File: src/rtl/mem_pipe.sv
// MEM stage: drives data memory, stalls upstream while an access is outstanding, resolves branches to IF.
// Latency: MEM/WB registers update one edge after completion; zero-wait accesses add no stall.
// Backpressure: stall is high while the request waits for ack; an access is abandoned after TIMEOUT cycles in WAIT.
module mem_pipe #(
    parameter int TIMEOUT = 16
) (
    input  logic        clk,
    input  logic        rst,
    input  logic        mem_to_reg_xm,
    input  logic        reg_write_xm,
    input  logic        mem_read_xm,
    input  logic        mem_write_xm,
    input  logic        branch_xm,
    input  logic        fp_operation_xm,
    input  logic [31:0] alu_out_xm,
    input  logic [31:0] alu_out_fp_xm,
    input  logic [4:0]  rd_addr_xm,
    input  logic [31:0] mem_data_xm,
    input  logic [31:0] mem_data_fp_xm,
    input  logic [31:0] branch_addr_xm,
    output logic        dmem_req,
    output logic        dmem_we,
    output logic [31:0] dmem_addr,
    output logic [31:0] dmem_wdata,
    input  logic [31:0] dmem_rdata,
    input  logic        dmem_ack,
    output logic        stall,
    output logic        pc_src,
    output logic [31:0] branch_target,
    output logic        mem_to_reg_mw,
    output logic        reg_write_mw,
    output logic        fp_operation_mw,
    output logic [31:0] alu_out_mw,
    output logic [31:0] alu_out_fp_mw,
    output logic [31:0] mem_rdata_mw,
    output logic [4:0]  rd_addr_mw,
    output logic        mem_err
);

    localparam int CW = (TIMEOUT > 2) ? $clog2(TIMEOUT) : 1;
    localparam logic [CW-1:0] CNT_LAST = CW'(TIMEOUT - 1);

    localparam logic [0:0] IDLE = 1'b0;
    localparam logic [0:0] WAIT = 1'b1;

    logic [0:0]    state;
    logic [CW-1:0] cnt;
    logic          mem_op;
    logic          misaligned;
    logic          abort;

    always_comb begin
        mem_op        = mem_read_xm | mem_write_xm;
        dmem_addr     = fp_operation_xm ? alu_out_fp_xm : alu_out_xm;
        dmem_wdata    = fp_operation_xm ? mem_data_fp_xm : mem_data_xm;
        dmem_we       = mem_write_xm;
        // Only judged in IDLE; an access already in WAIT passed this check when it was issued.
        misaligned    = ~rst & (state == IDLE) & mem_op & (dmem_addr[1:0] != 2'b00);
        dmem_req      = ~rst & ((state == WAIT) | (mem_op & (dmem_addr[1:0] == 2'b00)));
        abort         = ~rst & (state == WAIT) & ~dmem_ack & (cnt == CNT_LAST);
        stall         = dmem_req & ~dmem_ack & ~abort;
        pc_src        = ~rst & branch_xm & ~stall;
        branch_target = branch_addr_xm;
    end

    always_ff @(posedge clk) begin
        if (rst) begin
            state           <= IDLE;
            cnt             <= '0;
            mem_err         <= 1'b0;
            mem_to_reg_mw   <= 1'b0;
            reg_write_mw    <= 1'b0;
            fp_operation_mw <= 1'b0;
            alu_out_mw      <= '0;
            alu_out_fp_mw   <= '0;
            mem_rdata_mw    <= '0;
            rd_addr_mw      <= '0;
        end else begin
            case (state)
                IDLE: begin
                    if (dmem_req && !dmem_ack) begin
                        state <= WAIT;
                        cnt   <= '0;
                    end
                end
                default: begin
                    if (dmem_ack || abort) begin
                        state <= IDLE;
                    end else begin
                        cnt <= cnt + CW'(1);
                    end
                end
            endcase

            mem_err <= mem_err | misaligned | abort;

            if (stall) begin
                // Bubble into WB; data fields keep their last values.
                mem_to_reg_mw   <= 1'b0;
                reg_write_mw    <= 1'b0;
                fp_operation_mw <= 1'b0;
            end else begin
                mem_to_reg_mw   <= mem_to_reg_xm & ~(misaligned | abort);
                reg_write_mw    <= reg_write_xm & ~(misaligned | abort);
                fp_operation_mw <= fp_operation_xm;
                alu_out_mw      <= alu_out_xm;
                alu_out_fp_mw   <= alu_out_fp_xm;
                rd_addr_mw      <= rd_addr_xm;
                mem_rdata_mw    <= (mem_read_xm && dmem_req && dmem_ack) ? dmem_rdata : 32'h0;
            end
        end
    end

endmodule

File: config.mk
export PLATFORM = sky130hd
export DESIGN_NAME = mem_pipe
export DESIGN_NICKNAME = d
export VERILOG_FILES = /design/src/rtl/mem_pipe.sv
export SDC_FILE = /design/constraint.sdc
export NUM_CORES = 1
export LEC_CHECK = 0
export ABC_AREA = 1
export CORE_AREA = 5 5 157 159
export CTS_CLUSTER_SIZE = 20
export DETAILED_ROUTE_END_ITERATION = 8
export DIE_AREA = 0 0 162 164
export PLACE_DENSITY = 0.65
export REMOVE_ABC_BUFFERS = 1
export SETUP_SLACK_MARGIN = 0.4
export SYNTH_ARGS = -nofsm -noshare
export SYNTH_HDL_FRONTEND = slang
export SYNTH_SLANG_ARGS = --single-unit
File: constraint.sdc
create_clock -name clk -period 1.62 [get_ports clk]
set_clock_uncertainty 0.1 [all_clocks]
set_input_delay 0.324 -clock clk [delete_from_list [all_inputs] [get_ports clk]]
set_output_delay 0.324 -clock clk [all_outputs]
set_load 0.03 [all_outputs]
==> results of run 1 <==
## cells by family (layout without fill, tap and decap cells)
kind of cell               Yosys count  after routing  synth area share (%)
AOI/OAI and AO/OA                   66             66                  7.48
adders and majority gates            1              1                 0.254
buffers and inverters              119            651                  13.3
DFF                                110            110                  44.8
other                                0              2                     0
and+or+nand+nor                    416            417                  34.1
## power breakdown
group / total [mW] / switching [mW] / internal (mW)
clock: 2.46 / 1.15 / 1.30
combinational: 3.29 / 1.63 / 1.66
sequential: 2.97 / 0.109 / 2.86
## per-layer routing
| layer | vias to the layer above | wire length [µm] | GRT usage (%) | share of wire [%] |
|---|---|---|---|---|
| met2 | 352 | 16100 | 38.4 | 49 |
| met4 | 2 | 1080 | 7.96 | 3.3 |
| met3 | 65 | 2980 | 8.51 | 9.1 |
| li1 | 3235 | - | - | - |
| met5 | - | 90 | 2.46 | 0.27 |
| met1 | 3296 | 12500 | 24.8 | 38 |
## per-stage QoR
| stage | instances | setup TNS [ns] | instance area [µm²] |
|---|---|---|---|
| floorplan | 641 | -143.46 | 4440 |
| global placement | 1335 | -91.46 | 8730 |
| detailed placement | 1335 | -93.67 | 8730 |
| CTS | 1494 | -24.71 | 12300 |
| global route | 1537 | -41.33 | 13500 |
| finish | 1537 | -33.32 | 13500 |
## worst max-delay path by stage
stage | end | startpoint | slack [ns]
finish | pc_src | cnt[1]$_SDFFE_PP0P_ | -0.36
global placement | mem_rdata_mw[20]$_SDFFE_PP0N_ | alu_out_fp_xm[0] | -0.92
CTS | pc_src | cnt[1]$_SDFFE_PP0P_ | -0.34
detailed placement | mem_rdata_mw[14]$_SDFFE_PP0N_ | alu_out_fp_xm[0] | -0.95
global route | pc_src | cnt[1]$_SDFFE_PP0P_ | -0.43
floorplan | stall | fp_operation_xm | -1.45
## repair_timing
action / in CTS / in global routing
buffers inserted: 114 / 38
resized for setup: 1364 / 188
endpoints found under the setup margin: 283 / 282
cloned: 29 / 3
pin swaps: 150 / 45
## critical path, cell delays in order (launching register included)
cell,delay [ns]
dfxtp_2,0.36
ha_4,0.15
nand2_4,0.05
nor2_4,0.09
nand3_2,0.11
nand3_4,0.15
nand3_2,0.09
inv_2,0.07
buf_6,0.13
## state kept, by name (all words and copies together), names as in the netlist
signal,flops
cnt,4
mem_to_reg_mw,1
reg_write_mw,1
alu_out_mw,32
alu_out_fp_mw,32
fp_operation_mw,1
mem_err,1
rd_addr_mw,5
mem_rdata_mw,32
state,1
## Yosys cell counts
| library cell | number | share of area (%) |
|---|---|---|
| o21ai_2 | 10 | 1.8 |
| a21oi_1 | 3 | 0.31 |
| nand4_1 | 3 | 0.38 |
| nand2_1 | 341 | 26 |
| nor3_1 | 1 | 0.10 |
| dfxtp_1 | 110 | 45 |
| ha_1 | 1 | 0.25 |
| nor2_1 | 10 | 0.76 |
| nor3_2 | 1 | 0.20 |
| buf_2 | 8 | 0.81 |
| inv_1 | 45 | 3.4 |
| buf_6 | 10 | 2.3 |
| or2_2 | 1 | 0.13 |
| nand3_1 | 45 | 4.6 |
| nor3b_1 | 1 | 0.15 |
| nand2_2 | 11 | 1.4 |
| o21ai_1 | 17 | 1.7 |
| clkbuf_1 | 20 | 1.5 |
| o21ai_0 | 36 | 3.7 |
| nand3_2 | 2 | 0.41 |
| inv_2 | 3 | 0.23 |
| buf_4 | 33 | 5.0 |
## final cells by class
type | instances | area [µm²]
diodes | 2 | 5.00
clock buffers | 11 | 253
clock inverters | 5 | 63.8
fillers | 1780 | 9650
inverters | 48 | 201
multi-input cells | 484 | 3670
flip-flops and latches | 110 | 2360
well taps | 290 | 363
repair buffers | 587 | 6550
==> results_dict.tcl, run 1 <==
set metrics [dict create \
    antenna_found_initial 3 \
    final-hold-violation-count 0 \
    vias 6950 \
    clock_sinks 110 \
    ff2ff_setup_slack_ns -0.35 \
    holdWs_ns 0.176 \
    crit_path_max_fanout 5 \
    crit_required_ns 1.20 \
    grt_pass1_vias 7338 \
    syn_area_um2 4920 \
    ys_seq_area_share_pct 44.8 \
    grt_first_pass_wirelength_um 44200 \
    gp_congestion 0.809 \
    portBuffers 346 \
    r2r-start "cnt[1]$_SDFFE_PP0P_" \
    synth.avg_cell_area_um2 6.91 \
    drtIter0Drc 285 \
    syn-instance-count 712 \
    dpl_worst_slack_ns -0.953 \
    reg2reg_to "mem_rdata_mw[28]$_SDFFE_PP0N_" \
    start_kind "register" \
    period_share_pct 122 \
    setup-violations-final 156 \
    slew-limit-headroom_pct 74.1 \
    drtPass1Iterations 4 \
    clk_root_buffer_cell "clkbuf_16" \
    cts_tree "done" \
    fin_nets 1447 \
    end_kind "output port" \
    hpwlAfterDp_um 18400 \
    final_cell_mix "187 x buf_6, 157 x buf_4, 129 x nand2_4" \
    numCtsBuffers 9 \
    synth_cell_types 22 \
    violations "setup timing" \
    clock_latency_ns 0.36 \
    maxCapViolations 0 \
    max_freq_ghz 0.505 \
    grt_max_degree 25 \
    tightest_slew_ns 0.388 \
    die-area_um2 26600 \
    detail-route-antenna-nets 0 \
    worst_hold_path_type "primary input to register" \
    worstSetupPathType "register to output port" \
    maxSlewViolCount 0 \
    grtUsageTotal_pct 22.2 \
    rsz0062_at_grt "yes" \
    drive_above_1_share_pct 70.2 \
    hold_buffers 0 \
    cp.arrival_ns 1.55 \
    die_h_um 164 \
    holdPathEnd "alu_out_fp_mw[1]$_SDFFE_PP0N_" \
    htreeDepth 3 \
    min_from "alu_out_fp_xm[1]" \
    status "finished with violations" \
    fin_util_pct 58.3 \
    rr_worst_depth 13 \
    die_x_um 162 \
    synth_seq_cells 110 \
    pin_count 411 \
    via_per_inst 4.52 \
    clockBufferDepth 2 \
    core_um2 23100 \
    p_total_mw 8.72 \
    final_common_cell "buf_6" \
    wl_um 32800 \
    clkTransAtPathRegs_ns 0.08 \
    wl_per_cell_um 21.3 \
    synthToLayoutAreaGrowth_pct 174 \
    ir_drop_mv 0.408 \
    drc 0 \
    start_util_pct 21.3 \
    power_leakage_nw 7.09 \
    p_per_area_nw_per_um2 647 \
    worst_slack_ns -0.358 \
    holdPathStages 3 \
    fin_crit_ns 1.98 \
    yosys_warnings 0 \
    fp-row-count 56 \
    overflow 0 \
]
Power figures use the tool's default switching activity.
==> run 2: changes to the inputs <==
Settings changed: PLACE_DENSITY 0.65 to 0.62.
Clock period 1.62 ns to 2.1 ns, I/O delays scaled along.
==> run 2 against run 1 <==
Against the previous run:
- the run now ends clean
- setup slack better by 0.41 ns
- final cell count decreased by 11%
- design area fell by 17%
- critical path depth unchanged
- sequential share of layout area rose by 2.3 points
- clock-buffer cell count fell by 1
- wire length shrank 17%
- global-route usage fell by 3.5 points
- clock power fell by 28%
- core utilization fell by 10 points
- total power shrank 30%
- largest cell class unchanged
- largest power group is now registers
==> results_dict.tcl, run 2 (synthesis results as in run 1) <==
set metrics [dict create \
    htreeDepth 3 \
    p_total_mw 6.07 \
    fp-row-count 56 \
    rsz0062_at_grt "yes" \
    worst_hold_path_type "primary input to register" \
    status "complete, no violations" \
    drive_above_1_share_pct 37.5 \
    clk_root_buffer_cell "clkbuf_16" \
    slew-limit-headroom_pct 74.8 \
    drc 0 \
    die-area_um2 26600 \
    p_per_area_nw_per_um2 545 \
    clock_sinks 110 \
    detail-route-antenna-nets 0 \
    slowest_stage "dfxtp_4" \
    tns_ns 0 \
    cp_top_family "simple AND/OR/NAND/NOR gates" \
    die_h_um 164 \
    tightest_slew_ns 0.378 \
    max_freq_ghz 0.489 \
    holdWs_ns 0.214 \
    start_util_pct 21.3 \
    hpwlAfterDp_um 18000 \
    wl_per_cell_um 19.8 \
    drtIter0Drc 165 \
    antenna_cells 0 \
    via_per_inst 4.40 \
    clock_latency_ns 0.36 \
    top_regs "alu_out_fp_mw x32, alu_out_mw x32, mem_rdata_mw x32" \
    power_leakage_nw 6.71 \
    cpPeakStageDelay_ns 0.37 \
    maxSlewViolCount 0 \
    synthToLayoutAreaGrowth_pct 127 \
    hold_buffers 0 \
    crit_required_ns 1.58 \
    setup-violations-final 0 \
    grt_max_degree 33 \
    antenna_found_initial 0 \
    fin_nets 1284 \
    clockBufferDepth 2 \
    grt_first_pass_wirelength_um 37100 \
    ir_drop_mv 0.312 \
    maxCapViolations 0 \
    portBuffers 346 \
    die_x_um 162 \
    wl_um 27200 \
    clkTransAtPathRegs_ns 0.08 \
    numCtsBuffers 9 \
    grtUsageTotal_pct 18.7 \
    drtPass1Iterations 4 \
    end_kind "output port" \
    cp.arrival_ns 1.53 \
    gp_congestion 0.809 \
    core_um2 23100 \
    period_share_pct 97.5 \
    vias 6040 \
    fin_util_pct 48.2 \
    crit_path_max_fanout 4 \
    cts_tree "done" \
    worst-path-buf-inv 2 \
    fin_crit_ns 2.05 \
    final_common_cell "nand2_1" \
    crit_chain "ha_4 > nand2_2 > nor2_2 > nand3_2 > nand3_4 > nand3_2 > inv_2 > buf_6" \
    worstSetupPathType "register to output port" \
    crit_top_cell "nand3_2" \
    final_cell_mix "205 x nand2_1, 139 x clkdlybuf4s50_1, 107 x dfxtp_1" \
    grt_pass1_vias 6201 \
    overflow 0 \
    pin_count 411 \
    final-hold-violation-count 0 \
    start_kind "register" \
]
-- run 2: cell count changes in the layout (fill, tap and decap cells not counted), sizes merged --
| cell | change |
|---|---|
| buf | -270 |
| bufinv | -1 |
| clkbuf | +3 |
| clkdlybuf4s15 | +7 |
| clkdlybuf4s50 | +17 |
| clkinvlp | -1 |
| diode | -2 |
| dlygate4sd2 | -17 |
| dlymetal6s2s | +97 |
| inv | +3 |
| nor3 | -1 |
-- run 2: cell type report --
class / instances / area (µm²)
clock buffers: 10 / 239
clock inverters: 6 / 61.3
fillers: 2177 / 12000
inverters: 48 / 193
multi-input cells: 483 / 3090
flip-flops and latches: 110 / 2210
well taps: 290 / 363
repair buffers: 425 / 4980
-- run 2: path summary, 6_finish.rpt --
check	end	startpoint	slack, ns	cells after the start
setup / recovery	pc_src	cnt[1]$_SDFFE_PP0P_	0.05	8
hold / removal	alu_out_fp_mw[1]$_SDFFE_PP0N_	alu_out_fp_xm[1]	0.21	3
setup reg to reg	alu_out_mw[18]$_SDFFE_PP0N_	cnt[1]$_SDFFE_PP0P_	0.22	11
hold reg to reg	mem_rdata_mw[29]$_SDFFE_PP0N_	mem_rdata_mw[29]$_SDFFE_PP0N_	0.35	2
-- run 2: power breakdown --
part,switching (mW),internal (mW),leakage [nW]
Combinational,1.08,0.977,5.65
Clock,0.894,0.872,0.145
Sequential,0.0596,2.19,0.909
-- run 2: per-layer routing --
layer / up-vias / share of wire, % / global-route usage, % / routed length, µm
met5: - / 0.40 / 3.60 / 110
met1: 2796 / 39 / 20.8 / 10600
met2: 302 / 47 / 31.3 / 12900
met3: 33 / 11 / 9.34 / 3030
met4: 2 / 2.1 / 5.69 / 571
li1: 2907 / - / - / -
-- run 2: worst min-delay path: cells and delay by family --
family	cells	cell delay, ns
buffers and inverters	1	0.10
and+or+nand+nor	2	0.12
-- run 2: timing repair --
| item | in CTS | in global routing |
|---|---|---|
| setup buffers | 20 | 5 |
| pin swaps | 58 | 51 |
| gates cloned | 13 | 5 |
| resized for setup | 308 | 302 |
| setup endpoints to repair | 275 | 268 |
-- run 2: per-stage QoR --
stage | area, µm² | worst slack (ns) | cells
2_1_floorplan | 4440 | -1.16 | 641
3_3_place_gp | 8530 | -0.368 | 1313
3_5_place_dp | 8530 | -0.358 | 1313
4_1_cts | 10100 | 0.0356 | 1362
5_1_grt | 11100 | -0.0633 | 1372
6_report | 11100 | 0.0531 | 1372
